--- config.mk ---
export PLATFORM = sky130hd
export DESIGN_NAME = load_store_unit_flat
export DESIGN_NICKNAME = d
export VERILOG_FILES = /design/src/rtl/load_store_unit_if.sv /design/src/rtl/load_store_unit.sv /design/src/flat_wrapper.sv
export SDC_FILE = /design/constraint.sdc
export NUM_CORES = 1
export LEC_CHECK = 0
export BUFFER_PORTS_ARGS = -buffer_cell sky130_fd_sc_hd__buf_2
export CAP_MARGIN = 20
export CORE_ASPECT_RATIO = 0.5
export CORE_MARGIN = 2
export CORE_UTILIZATION = 48
export CTS_CLUSTER_DIAMETER = 120
export CTS_CLUSTER_SIZE = 30
export DETAILED_ROUTE_END_ITERATION = 8
export GPL_ROUTABILITY_DRIVEN = 0
export PLACE_DENSITY = 0.79
export SLEW_MARGIN = 20
export SYNTH_ARGS = -nofsm -noshare
export SYNTH_HDL_FRONTEND = slang
export SYNTH_SLANG_ARGS = --single-unit
--- constraint.sdc ---
create_clock -name clk -period 4.8 [get_ports clk]
set_input_delay 0.24 -clock clk [delete_from_list [all_inputs] [get_ports clk]]
set_output_delay 0.24 -clock clk [all_outputs]
set_load 0.02 [all_outputs]
--- src/rtl/load_store_unit_if.sv ---
// Bundle of request/response handshakes and the data-memory port of the
// load/store unit. The master side is the processor plus the memory model;
// the slave side is the unit itself.
interface load_store_unit_if #(
  parameter int unsigned XLEN = 32
);
  logic            req_valid;
  logic            req_ready;
  logic            req_is_store;
  logic [2:0]      req_funct3;
  logic [XLEN-1:0] req_base;
  logic [XLEN-1:0] req_offset;
  logic [XLEN-1:0] req_store_data;
  logic [4:0]      req_rd;

  logic            resp_valid;
  logic            resp_ready;
  logic [XLEN-1:0] resp_data;
  logic [4:0]      resp_rd;
  logic            resp_rd_we;
  logic            resp_error;

  logic [2:0]      dmem_funct3;
  logic            dmem_wren;
  logic [XLEN-1:0] dmem_address;
  logic [XLEN-1:0] dmem_data_in;
  logic [XLEN-1:0] dmem_data_out;

  modport master (
    output req_valid, req_is_store, req_funct3, req_base, req_offset,
           req_store_data, req_rd, resp_ready, dmem_data_out,
    input  req_ready, resp_valid, resp_data, resp_rd, resp_rd_we, resp_error,
           dmem_funct3, dmem_wren, dmem_address, dmem_data_in
  );

  modport slave (
    input  req_valid, req_is_store, req_funct3, req_base, req_offset,
           req_store_data, req_rd, resp_ready, dmem_data_out,
    output req_ready, resp_valid, resp_data, resp_rd, resp_rd_we, resp_error,
           dmem_funct3, dmem_wren, dmem_address, dmem_data_in
  );
endinterface

--- src/rtl/load_store_unit.sv ---
// Multi-cycle load/store engine between the core FSM and the data memory.
// Optional macro LSU_MISALIGN_TRAP_EN: when defined, misaligned half/word
// accesses return resp_error; otherwise the low address bits are cleared
// and the access proceeds.
//
// state | meaning
// IDLE  | ready for a request
// ISSUE | memory command on the bus (store write strobe or load address)
// WAIT  | counting down the memory read latency
// RESP  | response held until resp_ready
module load_store_unit #(
  parameter int unsigned MEM_READ_LATENCY = 1,
  parameter int unsigned XLEN             = 32
) (
  input logic          clk,
  input logic          reset_n,
  load_store_unit_if.slave bus
);

  typedef enum logic [1:0] {IDLE, ISSUE, WAIT, RESP} state_t;

  state_t          state_q;
  logic [2:0]      cnt_q;
  logic            is_store_q;
  logic [2:0]      funct3_q;
  logic [1:0]      ea_lo_q;

  logic            req_ready_q;
  logic            resp_valid_q;
  logic [XLEN-1:0] resp_data_q;
  logic [4:0]      resp_rd_q;
  logic            resp_rd_we_q;
  logic            resp_error_q;
  logic [2:0]      dmem_funct3_q;
  logic            dmem_wren_q;
  logic [XLEN-1:0] dmem_address_q;
  logic [XLEN-1:0] dmem_data_in_q;

  logic [XLEN-1:0] ea_d;
  logic [XLEN-1:0] ea_al_d;
  logic            illegal_d;
  logic            misalign_d;
  logic            err_d;
  logic [XLEN-1:0] load_ext_d;
  logic [XLEN-1:0] byte_sh;
  logic [XLEN-1:0] half_sh;

  // Decode the incoming request: effective address, legality, alignment.
  always_comb begin
    ea_d = bus.req_base + bus.req_offset;
    if (bus.req_is_store)
      illegal_d = !(bus.req_funct3 inside {3'b000, 3'b001, 3'b010});
    else
      illegal_d = !(bus.req_funct3 inside {3'b000, 3'b001, 3'b010, 3'b100, 3'b101});
    misalign_d = ((bus.req_funct3[1:0] == 2'b01) && ea_d[0]) ||
                 ((bus.req_funct3[1:0] == 2'b10) && (ea_d[1:0] != 2'b00));
    ea_al_d = ea_d;
    if (bus.req_funct3[1:0] == 2'b01) ea_al_d[0]   = 1'b0;
    if (bus.req_funct3[1:0] == 2'b10) ea_al_d[1:0] = 2'b00;
`ifdef LSU_MISALIGN_TRAP_EN
    err_d = illegal_d || misalign_d;
`else
    err_d = illegal_d;
`endif
  end

  // Little-endian lane select and extension of the returned word.
  always_comb begin
    byte_sh = bus.dmem_data_out >> {ea_lo_q, 3'b000};
    half_sh = bus.dmem_data_out >> {ea_lo_q[1], 4'b0000};
    case (funct3_q)
      3'b000:  load_ext_d = {{(XLEN-8){byte_sh[7]}}, byte_sh[7:0]};
      3'b100:  load_ext_d = {{(XLEN-8){1'b0}}, byte_sh[7:0]};
      3'b001:  load_ext_d = {{(XLEN-16){half_sh[15]}}, half_sh[15:0]};
      3'b101:  load_ext_d = {{(XLEN-16){1'b0}}, half_sh[15:0]};
      default: load_ext_d = bus.dmem_data_out;
    endcase
  end

  // Sequencer with all outputs registered.
  always_ff @(posedge clk or negedge reset_n) begin
    if (!reset_n) begin
      state_q        <= IDLE;
      cnt_q          <= '0;
      is_store_q     <= 1'b0;
      funct3_q       <= 3'b010;
      ea_lo_q        <= 2'b00;
      req_ready_q    <= 1'b1;
      resp_valid_q   <= 1'b0;
      resp_data_q    <= '0;
      resp_rd_q      <= '0;
      resp_rd_we_q   <= 1'b0;
      resp_error_q   <= 1'b0;
      dmem_funct3_q  <= 3'b010;
      dmem_wren_q    <= 1'b0;
      dmem_address_q <= '0;
      dmem_data_in_q <= '0;
    end else begin
      case (state_q)
        IDLE: begin
          if (bus.req_valid) begin
            is_store_q   <= bus.req_is_store;
            funct3_q     <= bus.req_funct3;
            ea_lo_q      <= ea_al_d[1:0];
            resp_rd_q    <= bus.req_rd;
            resp_data_q  <= '0;
            resp_rd_we_q <= 1'b0;
            req_ready_q  <= 1'b0;
            if (err_d) begin
              resp_error_q <= 1'b1;
              resp_valid_q <= 1'b1;
              state_q      <= RESP;
            end else begin
              resp_error_q <= 1'b0;
              state_q      <= ISSUE;
              if (bus.req_is_store) begin
                dmem_wren_q    <= 1'b1;
                dmem_funct3_q  <= bus.req_funct3;
                dmem_address_q <= ea_al_d;
                dmem_data_in_q <= bus.req_store_data;
              end else begin
                dmem_wren_q    <= 1'b0;
                dmem_funct3_q  <= 3'b010;
                dmem_address_q <= {ea_al_d[XLEN-1:2], 2'b00};
              end
            end
          end
        end
        ISSUE: begin
          if (is_store_q) begin
            dmem_wren_q  <= 1'b0;
            resp_valid_q <= 1'b1;
            state_q      <= RESP;
          end else begin
            cnt_q   <= 3'(MEM_READ_LATENCY - 1);
            state_q <= WAIT;
          end
        end
        WAIT: begin
          if (cnt_q == 3'd0) begin
            resp_data_q  <= load_ext_d;
            resp_rd_we_q <= (resp_rd_q != 5'd0);
            resp_valid_q <= 1'b1;
            state_q      <= RESP;
          end else begin
            cnt_q <= cnt_q - 3'd1;
          end
        end
        RESP: begin
          if (bus.resp_ready) begin
            resp_valid_q <= 1'b0;
            resp_rd_we_q <= 1'b0;
            resp_error_q <= 1'b0;
            req_ready_q  <= 1'b1;
            state_q      <= IDLE;
          end
        end
        default: state_q <= IDLE;
      endcase
    end
  end

  assign bus.req_ready    = req_ready_q;
  assign bus.resp_valid   = resp_valid_q;
  assign bus.resp_data    = resp_data_q;
  assign bus.resp_rd      = resp_rd_q;
  assign bus.resp_rd_we   = resp_rd_we_q;
  assign bus.resp_error   = resp_error_q;
  assign bus.dmem_funct3  = dmem_funct3_q;
  assign bus.dmem_wren    = dmem_wren_q;
  assign bus.dmem_address = dmem_address_q;
  assign bus.dmem_data_in = dmem_data_in_q;

endmodule

--- src/flat_wrapper.sv ---
// flat-port wrapper written by rule: the top's interface ports become plain ports
module load_store_unit_flat 
#(
  parameter int unsigned MEM_READ_LATENCY = 1,
  parameter int unsigned XLEN             = 32
)
  (clk, reset_n, bus_req_valid, bus_req_is_store, bus_req_funct3, bus_req_base, bus_req_offset, bus_req_store_data, bus_req_rd, bus_resp_ready, bus_dmem_data_out, bus_req_ready, bus_resp_valid, bus_resp_data, bus_resp_rd, bus_resp_rd_we, bus_resp_error, bus_dmem_funct3, bus_dmem_wren, bus_dmem_address, bus_dmem_data_in);
  load_store_unit_if #(.XLEN(XLEN)) bus_i ();
  input logic clk;
  input logic reset_n;
  input wire logic [$bits(bus_i.req_valid)-1:0] bus_req_valid;
  input wire logic [$bits(bus_i.req_is_store)-1:0] bus_req_is_store;
  input wire logic [$bits(bus_i.req_funct3)-1:0] bus_req_funct3;
  input wire logic [$bits(bus_i.req_base)-1:0] bus_req_base;
  input wire logic [$bits(bus_i.req_offset)-1:0] bus_req_offset;
  input wire logic [$bits(bus_i.req_store_data)-1:0] bus_req_store_data;
  input wire logic [$bits(bus_i.req_rd)-1:0] bus_req_rd;
  input wire logic [$bits(bus_i.resp_ready)-1:0] bus_resp_ready;
  input wire logic [$bits(bus_i.dmem_data_out)-1:0] bus_dmem_data_out;
  output wire logic [$bits(bus_i.req_ready)-1:0] bus_req_ready;
  output wire logic [$bits(bus_i.resp_valid)-1:0] bus_resp_valid;
  output wire logic [$bits(bus_i.resp_data)-1:0] bus_resp_data;
  output wire logic [$bits(bus_i.resp_rd)-1:0] bus_resp_rd;
  output wire logic [$bits(bus_i.resp_rd_we)-1:0] bus_resp_rd_we;
  output wire logic [$bits(bus_i.resp_error)-1:0] bus_resp_error;
  output wire logic [$bits(bus_i.dmem_funct3)-1:0] bus_dmem_funct3;
  output wire logic [$bits(bus_i.dmem_wren)-1:0] bus_dmem_wren;
  output wire logic [$bits(bus_i.dmem_address)-1:0] bus_dmem_address;
  output wire logic [$bits(bus_i.dmem_data_in)-1:0] bus_dmem_data_in;
  assign bus_i.req_valid = bus_req_valid;
  assign bus_i.req_is_store = bus_req_is_store;
  assign bus_i.req_funct3 = bus_req_funct3;
  assign bus_i.req_base = bus_req_base;
  assign bus_i.req_offset = bus_req_offset;
  assign bus_i.req_store_data = bus_req_store_data;
  assign bus_i.req_rd = bus_req_rd;
  assign bus_i.resp_ready = bus_resp_ready;
  assign bus_i.dmem_data_out = bus_dmem_data_out;
  assign bus_req_ready = bus_i.req_ready;
  assign bus_resp_valid = bus_i.resp_valid;
  assign bus_resp_data = bus_i.resp_data;
  assign bus_resp_rd = bus_i.resp_rd;
  assign bus_resp_rd_we = bus_i.resp_rd_we;
  assign bus_resp_error = bus_i.resp_error;
  assign bus_dmem_funct3 = bus_i.dmem_funct3;
  assign bus_dmem_wren = bus_i.dmem_wren;
  assign bus_dmem_address = bus_i.dmem_address;
  assign bus_dmem_data_in = bus_i.dmem_data_in;
  load_store_unit #(.MEM_READ_LATENCY(MEM_READ_LATENCY), .XLEN(XLEN)) u_core (.clk(clk), .reset_n(reset_n), .bus(bus_i));
endmodule
Word level (Yosys, flattened, before mapping)
Index checks and enable logic that the tools add are counted.
{"block": "word_totals", "regBits": 120, "latch_bits": 0, "mem_bits_rw": 0, "romBits": 0, "inputBits": 141, "out_inout_bits": 109, "wordCells": 101, "memories": 0}
{"block": "op_classes", "addsub": 2, "n_mul": 0, "div_mod_pow": 0, "order_cmp": 0, "n_eq_ne": 20, "shifts": 2, "mux": 37, "n_bitwise": 1, "reduce_logical": 24}
{"op": "$pmux 32 s4", "count": 1}
{"op": "$mux 32", "count": 2}
{"op": "$pmux 32 s2", "count": 1}
{"op": "$add 32x32->32", "count": 1}
{"op": "$shr 32x5->16", "count": 1}
{"op": "$shr 32x5->8", "count": 1}
{"op": "$mux 1", "count": 17}
{"op": "$reduce_and 3->1", "count": 5}
{"op": "$eq 3x3->1 const B", "count": 4}
{"op": "$mux 2", "count": 6}
{"op": "$reduce_and 4->1", "count": 3}
{"op": "$ne 2x2->1 const B", "count": 5}
{"op": "$reduce_bool 5->1", "count": 2}
{"op": "$logic_not 3->1", "count": 3}
{"op": "$mux 3", "count": 3}
{"op": "$pmux 2 s4", "count": 1}
{"op": "$reduce_bool 2->1", "count": 4}
{"op": "$eq 2x2->1 const B", "count": 3}
{"op": "$eq 3x1->1 const B", "count": 2}
{"op": "$ne 2x1->1 const B", "count": 3}
{"op": "$pmux 1 s2", "count": 3}
{"op": "$pmux 3 s2", "count": 1}
{"op": "$reduce_bool 3->1", "count": 2}
{"op": "$reduce_and 5->1", "count": 1}
{"op": "other kinds (9)", "count": 11}

Logic depth before layout (Yosys ltp)
Gate-level depths: netlist of run 1.
{"block": "depth", "word_depth": 7, "depth_mapped": 11, "depth_no_buf": 11}

Worst setup path before layout of run 1
OpenSTA, ideal clock, no wires.
{"block": "synth_path", "kind": "input-to-reg", "startpoint": "input port bus_req_offset[0]", "endpoint": "register u_core.dmem_address_q[20], in the netlist u_core.bus.dmem_address[20]", "arrival_time_ns": 2.046, "t_required_ns": 4.670, "path_slack_ns": 2.624, "stages": 11, "n_path_buf": 0, "path_cell_list": "ha_1 inv_1 fa_1 nor2b_4 o31ai_2 a21oi_2 nor4bb_2 nor2_1 a31oi_1 xor2_1 o21ai_1"}
{"block": "synth_via", "elab_chain_cells": 1}
{"element": "start: declaration", "line": "flat_wrapper.sv:15", "text": "input wire logic [$bits(bus_i.req_offset)-1:0] bus_req_offset;"}
{"element": "$add 32x32->32", "line": "load_store_unit.sv:50", "text": "ea_d = bus.req_base + bus.req_offset;"}
{"element": "end signal: assignment", "line": "load_store_unit.sv:119", "text": "dmem_address_q <= ea_al_d;"}
{"element": "end signal: assignment", "line": "load_store_unit.sv:124", "text": "dmem_address_q <= {ea_al_d[XLEN-1:2], 2'b00};"}
{"element": "end: declaration", "line": "load_store_unit.sv:36", "text": "logic [XLEN-1:0] dmem_address_q;"}
No other way between the ends.
A chain may end at the register's enable or synchronous reset.

Worst setup path after layout of run 1
{"block": "layout_path", "startpoint": "register u_core.ea_lo_q[1]", "endpoint": "register u_core.resp_data_q[20], in the netlist u_core.bus.resp_data[20]"}
{"block": "layout_via", "elab_chain_cells": 4, "word_cells_on_any_way": 5, "classes_between": "2 x shift; 3 x mux"}
{"element": "start: declaration", "line": "load_store_unit.sv:26", "text": "logic [1:0] ea_lo_q;"}
{"element": "start signal: assignment", "line": "load_store_unit.sv:104", "text": "ea_lo_q <= ea_al_d[1:0];"}
{"element": "$shr 32x5->16 / $shr 32x5->8 (equally long branches)", "line": "load_store_unit.sv:70, load_store_unit.sv:69"}
{"element": "$pmux 32 s4 (*)", "line": "load_store_unit.sv:71", "text": "case (funct3_q)"}
{"element": "$mux 32 (*)", "line": "load_store_unit.sv:140", "text": "if (cnt_q == 3'd0) begin"}
{"element": "$pmux 32 s2 (*)", "line": "load_store_unit.sv:99", "text": "case (state_q)"}
{"element": "end signal: assignment", "line": "load_store_unit.sv:141", "text": "resp_data_q <= load_ext_d;"}
{"element": "end: declaration", "line": "load_store_unit.sv:30", "text": "logic [XLEN-1:0] resp_data_q;"}
Mark *: on every way between the ends. The rest lies on a longest branch, timed or not. The select of a mux whose other input is x is not followed.

==> impl_metrics.yaml, run 1 <==
pwr:
  peakVddDrop_v: 0.000295
  p_comb_share_pct: 43.3
  p_int_mw: 3.26
  p_sw_mw: 2.27
  seqPwrFrac_pct: 32.4
  p_sw_share_pct: 41.0
  power_per_cell_area_nw_per_um2: 613
  clkPwrFrac_pct: 24.4
  p_leak_nw: 4.51
timing:
  fin_hold_ws_ns: 0.0619
  rsz0062_at_grt: "false"
  fmax_mhz: 400
  report.final.slew_viol_count: 0
  post-route-min-period_ns: 2.50
  tns_ns: 0
  finalClockSkew_ns: 0.0115
  tightest_slew_ns: 0.732
  finalHoldViolations: 0
  finalSetupViolCount: 0
  relSlewSlack_pct: 51.1
  finalCritPeriodShare_pct: 52.1
floorplan:
  fp.dieH_um: 89.5
  io_pins: 250
  core_area_sq_um: 14400
  die_area_sq_um: 15700
  rows: 31
  die_w_um: 175
  initial_core_util_pct: 48.8
finish:
  drive_above_1_share_pct: 35.7
  post-route-util_pct: 62.8
  nets: 1159
  area_growth_syn_to_layout_pct: 28.7
  antenna_cells: 0
  design_area_sq_um: 9030
synth:
  ys.flop_type: "dfrtp_1"
  ys_types: 68
  synth_area_per_cell_sq_um: 9.44
  ys_warn_count: 0
  async_flop_share_pct: 100
  synth_edf_count: 0
  yosysTopAreaCell: "dfrtp_1"
  yosys_register_bits: 120
  syn_area_sq_um: 7020
  synth_cells: 743
  synth_top_area_share_pct: 41.7
  yosys-top-cells-area: "dfrtp_1 42%, ha_1 6.8%, mux2_2 6.7%"
  synth_nets: 923
  seq_area_frac_synth_pct: 42.9
detailed_routing:
  wl_met2_mm: 9.06
  drcViolationCount: 0
  wirelength_mm: 18.6
  wl_met1_mm: 8.31
  firstDrtPassIters: 5
  via_per_inst: 5.39
  wire_per_inst_um: 15.6
  met3_wirelength_um: 769
  antenna_left: 0
  routed.top_layer: "met4"
  dr.first_iter.drc_count: 440
  num_vias: 6420
critical_path:
  path_class: "flip-flop to flip-flop"
  required_ns: 5.12
  regToRegSetupSlack_ns: 2.30
  end_kind: "flip-flop"
  worstReg2RegStart: "u_core.ea_lo_q[1]"
  r2r_cells: 7
  cp_max_fo: 19
  r2r_end: "u_core.bus.resp_data[20]"
  worstSetupStartpointType: "flip-flop"
  cp.arrival_ns: 2.82
grt:
  grt_pass1_vias: 6034
  overflow: 0
  grt_pass1_wl_mm: 29.3
  grt.total_usage_pct: 23.4
  antenna_found_initial: 0
  grt_max_degree: 80
min_path:
  min_delay_path_depth: 2
  hp-class: "input port to flip-flop"
  hold_path_startpoint: "bus_req_store_data[17]"
  holdPathEnd: "u_core.bus.dmem_data_in[17]"
clocking:
  postCtsSetupBuffers: 0
  cts_hold_buf: 0
  cts_max_path_buffers: 2
  cts.sinks: 120
  cts_resized: 0
  cts_buffers: 17
  clk_pin_slew_ns: 0.06
  clk_latency_ns: 0.41
  cts_tree: "built"
  cts_root_buffer: "clkbuf_16"
  cts_htree_levels: 4
placed_design:
  dp_hpwl_mm: 14.0
  placedInstanceArea_sq_um: 8380
  port_buffers: 249
job:
  cap_violations: 0
status:
  outcome: "finished, final reports clean"
==> cell usage after synthesis (all sizes together), types with 9 or more instances <==
library cell	count
a21o	20
a21oi	43
buf	14
clkbuf	24
dfrtp	117
ha	38
inv	29
mux2	42
nand2	102
nand3	17
nor2	45
nor3	15
o211ai	9
o21ai	90
xnor2	12
xor2	14
==> cell families (layout without fill, tap and decap cells) <==
group / count (synthesis) / count (layout) / share of synthesized area [%]
and+or+nand+nor: 223 / 223 / 14.7
adders and majority gates: 39 / 39 / 7.06
DFF: 120 / 120 / 42.9
AOI/OAI and AO/OA: 220 / 220 / 20.1
buffers and inverters: 67 / 316 / 3.96
xor gates and xnor gates: 26 / 26 / 3.25
muxes: 48 / 48 / 8.13
==> metal layers <==
layer | track usage [%] | vias to the layer above
met5 | 0 | -
met4 | 10.0 | 0
met3 | 3.53 | 41
met2 | 39.3 | 193
met1 | 30.8 | 3049
li1 | - | 3137
==> state kept, by name, indices dropped and copies added, names as in the netlist <==
name                     count
u_core.bus.dmem_data_in     32
u_core.bus.resp_valid        1
u_core.bus.dmem_address     32
u_core.bus.dmem_wren         1
u_core.bus.req_ready         1
u_core.state_q               2
u_core.bus.resp_rd           5
u_core.bus.resp_error        1
u_core.cnt_q                 3
u_core.bus.dmem_funct3       3
u_core.funct3_q              3
u_core.ea_lo_q               2
u_core.bus.resp_data        32
u_core.is_store_q            1
u_core.bus.resp_rd_we        1
==> per-stage QoR <==
step	power, mW	worst slack [ns]	cells
floorplan	3.37	2.62	743
global placement	4.10	2.14	1156
detailed placement	4.18	2.00	1156
CTS	5.55	1.98	1188
global route	5.89	2.15	1190
finish	5.53	2.30	1190
==> power groups by stage <==
stage	clock, mW	combinational, mW	sequential [mW]
final	1.35	2.40	1.79
after detailed placement	0	2.38	1.80
after global placement	0	2.32	1.78
after floorplan	0	1.14	2.23
after global routing	1.42	2.62	1.85
after CTS	1.37	2.39	1.79
==> worst max-delay path, stage by stage, from the launching register on <==
cell	delay (ns)
dfrtp_1	0.77
mux2i_1	0.26
and2_1	0.25
a2111oi_4	0.40
nor2_2	0.15
o21ai_2	0.11
nand2_2	0.23
o21ai_0	0.25
==> layout by cell type, fill, tap and decap left out, types with 4 or more instances in the layout <==
cell and n:
nor2_1 43, nand2b_1 7, o21a_1 7, bufinv_16 4, o21ai_1 19, nand2_1 101, mux2_2 42, and3_1 6
a21oi_1 40, xnor2_1 12, dfrtp_1 117, buf_4 4, a211oi_1 4, inv_1 28, o21ai_0 68, clkbuf_16 17
nand3_1 16, nor3_1 15, o22ai_1 6, nand4_1 7, xor2_1 14, ha_1 38, a31oi_1 7, a21o_1 20
buf_2 248, o211ai_1 9, o221ai_1 5
==> how the worst max path moves through the flow <==
stage                           start                           to  slack, ns  cells after the start
floorplan           bus_req_offset[0]  u_core.bus.dmem_address[20]       2.62                     11
global placement    u_core.state_q[0]     u_core.bus.resp_data[15]       2.14                      6
detailed placement  u_core.state_q[0]      u_core.bus.resp_data[8]       2.00                      6
CTS                 u_core.state_q[0]      u_core.bus.resp_data[8]       1.98                      6
global route        u_core.ea_lo_q[1]     u_core.bus.resp_data[20]       2.15                      7
finish              u_core.ea_lo_q[1]     u_core.bus.resp_data[20]       2.30                      7
==> area by class of cell <==
type	count	area [sq um]
clock buffers	20	447
clock inverters	12	175
fillers	1222	5360
inverters	29	109
multi-input cells	556	3740
flip-flops and latches	120	3010
well taps	198	248
repair buffers	255	1310
No activity file was read; power rests on OpenSTA's default activity.
==> run 2, diff against run 1 <==
- clock period: 4.8 -> 2.45 ns (I/O delays scaled with it)
==> run 2 against run 1 <==
  * Critical path type unchanged
  * Largest cell class unchanged
  * Clock skew is 0.0031 ns lower
  * Non-clock buffer count is 65 higher
  * First-iteration DRC count is 26% higher
  * Count of clock-buffer cells in the layout is 3 lower
  * Utilization is 4.4 points higher
==> impl_metrics.yaml, run 2 (synthesis results as in run 1) <==
clocking:
  cts_root_buffer: "clkbuf_16"
  cts_tree: "built"
  clk_pin_slew_ns: 0.06
  clk_latency_ns: 0.41
  cts.sinks: 120
  cts_buffers: 17
  cts_max_path_buffers: 2
  cts_resized: 0
  cts_htree_levels: 4
finish:
  area_growth_syn_to_layout_pct: 37.7
  fillers: 1132
  layout_commonest_cell: "buf_2"
  layout_common_cells: "248 x buf_2, 117 x dfrtp_1, 101 x nand2_1"
  post-route-util_pct: 67.1
  design_area_sq_um: 9660
  antenna_cells: 0
  drive_above_1_share_pct: 34.8
  nets: 1224
grt:
  grt_pass1_wl_mm: 32.8
  grt_max_degree: 78
  antenna_found_initial: 0
  grt.total_usage_pct: 26.4
  grt_pass1_vias: 6524
  overflow: 0
detailed_routing:
  wl_met2_mm: 10.4
  antenna_left: 0
  wl_met1_mm: 8.79
  met3_wirelength_mm: 1.03
  wire_per_inst_um: 16.5
  num_vias: 6834
  routed.top_layer: "met4"
  drcViolationCount: 0
  via_per_inst: 5.45
  dr.first_iter.drc_count: 556
  firstDrtPassIters: 5
  wirelength_mm: 20.7
critical_path:
  end_kind: "flip-flop"
  cp.arrival_ns: 2.48
  required_ns: 2.73
  path_class: "flip-flop to flip-flop"
  cp_max_fo: 24
  worstSetupStartpointType: "flip-flop"
placed_design:
  placedInstanceArea_sq_um: 8490
  dp_hpwl_mm: 14.4
  port_buffers: 249
job:
  cap_violations: 0
pwr:
  power.total_mw: 11.1
  p_leak_nw: 4.80
  peakVddDrop_v: 0.000687
  power_per_cell_area_nw_per_um2: 1150
timing:
  report.final.slew_viol_count: 0
  finalClockSkew_ns: 0.00840
  fin_hold_ws_ns: 0.00522
  tightest_slew_ns: 0.742
  finalCritPeriodShare_pct: 89.9
  fmax_mhz: 454
  relSlewSlack_pct: 50.5
  rsz0062_at_grt: "false"
  finalHoldViolations: 0
  finalSetupViolCount: 0
  post-route-min-period_ns: 2.20
floorplan:
  core_area_sq_um: 14400
  die_w_um: 175
  die_area_sq_um: 15700
  rows: 31
  fp.dieH_um: 89.5
  io_pins: 250
  initial_core_util_pct: 48.8
status:
  outcome: "finished, final reports clean"
min_path:
  hp-class: "input port to flip-flop"
run 2: repair_timing:
item | 4_1_cts | 5_1_grt
setup endpoints to repair | 0 | 1
hold buffers | 54 | 0
endpoints found under the hold margin | 104 | 0
setup buffers | 0 | 2
run 2: metrics by stage:
| stage | setup TNS, ns | std cells | setup slack (ns) |
|---|---|---|---|
| final | 0 | 1255 | 0.248 |
| after CTS | 0 | 1253 | 0.252 |
| after global placement | 0 | 1167 | 0.0224 |
| after detailed placement | -0.0719 | 1167 | -0.0499 |
| after global routing | 0 | 1255 | 0.0237 |
| after floorplan | 0 | 743 | 0.330 |
run 2: final timing paths:
check,endpoint,cells after the start,slack (ns),startpoint
max,u_core.bus.dmem_data_in[31],6,0.25,u_core.state_q[0]
min,u_core.bus.resp_data[5],3,0.005,bus_dmem_data_out[5]
max reg2reg,u_core.bus.dmem_data_in[31],6,0.25,u_core.state_q[0]
min reg2reg,u_core.bus.dmem_funct3[1],2,0.46,u_core.bus.dmem_funct3[1]
max in group asynchronous,u_core.funct3_q[1],3,1.29,reset_n
min in group asynchronous,u_core.bus.dmem_address[10],2,0.33,reset_n
run 2: layout make-up:
class | count | area [sq um] | area share, %
Clock buffer | 17 | 425 | 4.40
Clock inverter | 15 | 191 | 1.98
Inverter | 29 | 109 | 1.13
Multi-Input combinational cell | 556 | 3740 | 38.7
Sequential cell | 120 | 3010 | 31.1
Tap cell | 198 | 248 | 2.56
Timing Repair Buffer | 320 | 1940 | 20.1
run 2: worst max-delay path: stages, from the launching register on:
cell and delay (ns):
dfrtp_1 0.45, inv_1 0.14, ha_1 0.42, nand3_2 0.19
nor2_2 0.16, buf_4 0.33, mux2_2 0.38
run 2: report_power, final:
part	internal (mW)	total [mW]	switching [mW]
clock network	1.62	2.64	1.01
registers	2.89	3.46	0.569
logic	1.90	5.02	3.11
total	6.42	11.1	4.69
run 2: metal layers:
metal,track usage [%],up-vias
met3,4.85,41
met5,0,-
met1,33.8,3263
met4,8.48,0
li1,-,3271
met2,46.3,259
==> run 3, diff against run 2 <==
- CORE_ASPECT_RATIO: 0.5 -> 0.9
==> run 3 against run 2 <==
  * Clock power shrank 8.3%
  * Total power shrank 2.9%
  * Utilization grew 0.81 points
  * Register-to-register slack gained 0.02 ns
  * First-iteration DRC count shrank 4.7%
  * Maximum frequency grew 0.90%
  * Clock skew shrank 0.0015 ns
  * Via count shrank 1.7%
  * Critical path depth grew 1
  * Routed wire length shrank 1.2%
  * Sequential share of layout area grew 0.13 points
  * Worst hold slack is essentially flat
  * Largest cell class unchanged
  * Highest routed layer unchanged
==> impl_metrics.yaml, run 3 (synthesis results as in run 1) <==
status:
  outcome: "finished, final reports clean"
clocking:
  postCtsSetupBuffers: 0
  clk_latency_ns: 0.42
  cts_root_buffer: "clkbuf_16"
  clk_pin_slew_ns: 0.06
  cts_max_path_buffers: 2
  cts.sinks: 120
  cts_buffers: 17
  cts_tree: "built"
  cts_htree_levels: 4
detailed_routing:
  drcViolationCount: 0
  dr.first_iter.drc_count: 530
  wire_per_inst_um: 16.4
  num_vias: 6717
  via_per_inst: 5.37
  antenna_left: 0
  firstDrtPassIters: 5
  wirelength_mm: 20.5
pwr:
  power_per_cell_area_nw_per_um2: 1120
  p_leak_nw: 4.77
  p_comb_share_pct: 45.2
  power.total_mw: 10.8
  seqPwrFrac_pct: 32.4
  peakVddDrop_v: 0.000717
  p_sw_mw: 4.57
  p_int_mw: 6.21
  clkPwrFrac_pct: 22.4
  p_sw_share_pct: 42.4
critical_path:
  path_class: "flip-flop to flip-flop"
  regToRegSetupSlack_ns: 0.27
  worstSetupStartpointType: "flip-flop"
  slowest_delay_ns: 0.44
  worstReg2RegStart: "u_core.state_q[0]"
  cp_cell_sequence: "inv_1 -> ha_1 -> nand2b_1 -> nand4_1 -> a21oi_1 -> nand2_2 -> o21ai_0"
  r2r_end: "u_core.bus.resp_data[20]"
  critPathSlowestCell: "dfrtp_1"
  r2r_cells: 7
  required_ns: 2.78
  end_kind: "flip-flop"
  cp_max_fo: 16
  cp.arrival_ns: 2.51
timing:
  finalHoldViolations: 0
  finalSetupViolCount: 0
  tns_ns: 0
  report.final.slew_viol_count: 0
  finalClockSkew_ns: 0.00691
  fin_hold_ws_ns: 0.00572
  tightest_slew_ns: 0.666
  fin_ws_ns: 0.268
  post-route-min-period_ns: 2.18
  rsz0062_at_grt: "false"
  finalCritPeriodShare_pct: 89.1
  fmax_mhz: 458
  relSlewSlack_pct: 55.6
grt:
  antenna_found_initial: 1
  grt_max_degree: 78
  overflow: 0
  grt_pass1_wl_mm: 33.1
  grt.total_usage_pct: 26.6
  grt_pass1_vias: 6577
finish:
  drive_above_1_share_pct: 34.6
  area_growth_syn_to_layout_pct: 37.1
  fillers: 1087
  layout_common_cells: "248 x buf_2, 117 x dfrtp_1, 101 x nand2_1"
  nets: 1224
  layout_commonest_cell: "buf_2"
placed_design:
  port_buffers: 249
  dp_hpwl_mm: 14.1
  dpl_worst_slack_ns: 0.0217
floorplan:
  fp.dieH_um: 119
  core_area_sq_um: 14200
  die_area_sq_um: 15600
  io_pins: 250
  rows: 41
  initial_core_util_pct: 49.5
  die_w_um: 131
min_path:
  min_delay_path_depth: 3
  holdPathEnd: "u_core.bus.resp_data[24]"
  hold_path_startpoint: "bus_dmem_data_out[24]"
  hp-class: "input port to flip-flop"
job:
  cap_violations: 0
-- run 3: power groups by stage --
stage | clock, mW | sequential [mW] | combinational (mW)
2_1_floorplan | 0 | 4.36 | 2.23
3_3_place_gp | 0 | 3.46 | 4.65
3_5_place_dp | 0 | 3.49 | 4.73
4_1_cts | 2.44 | 3.47 | 4.83
5_1_grt | 2.55 | 3.60 | 5.30
6_report | 2.42 | 3.49 | 4.88
-- run 3: repair_timing --
action | CTS | global route
hold buffers | 56 | 0
gates resized for setup | 0 | 0
endpoints found under the hold margin | 100 | 0
-- run 3: layout make-up --
class / count / area [sq um] / area share [%]
Timing Repair Buffer: 320 / 1950 / 20.2
Sequential cell: 120 / 3010 / 31.3
Inverter: 29 / 109 / 1.13
Clock inverter: 13 / 123 / 1.27
Clock buffer: 19 / 453 / 4.71
Multi-Input combinational cell: 556 / 3740 / 38.9
Tap cell: 193 / 241 / 2.51
Antenna cell: 1 / 2.50 / 0.0260
-- run 3: how the worst max path moves through the flow --
stage          cells after the start                          end              start
3_3_place_gp                      12  u_core.bus.dmem_address[20]  bus_req_offset[0]
2_1_floorplan                      7   u_core.bus.dmem_data_in[0]  u_core.state_q[0]
5_1_grt                            7     u_core.bus.resp_data[20]  u_core.state_q[0]
4_1_cts                            7     u_core.bus.resp_data[19]  u_core.state_q[0]
3_5_place_dp                      12  u_core.bus.dmem_address[20]  bus_req_offset[0]
6_report                           7     u_core.bus.resp_data[20]  u_core.state_q[0]
-- run 3: per-layer routing --
layer | wire [um] | track usage, % | up-vias | share of wire [%]
li1 | - | - | 3267 | -
met1 | 8690 | 33.8 | 3110 | 42
met2 | 9850 | 44.0 | 297 | 48
met3 | 1330 | 5.02 | 43 | 6.5
met4 | 597 | 12.2 | 0 | 2.9
met5 | 0 | 0 | - | 0
-- run 3: metrics by stage --
step | instances | util (%) | instance area (sq um)
floorplan | 743 | - | 7020
global placement | 1162 | 59.9 | 8480
detailed placement | 1162 | 59.9 | 8480
CTS | 1250 | 67.9 | 9620
global route | 1251 | 67.9 | 9620
finish | 1251 | 67.9 | 9620
-- run 3: worst max-delay path: cells and delay by family (launching register included) --
kind	cells	cell delay (ns)
AND/OR/NAND/NOR	3	0.70
AO/OA/AOI/OAI	2	0.51
flip-flops	1	0.44
adder cells (fa/ha/maj)	1	0.34
buffers and inverters	1	0.11
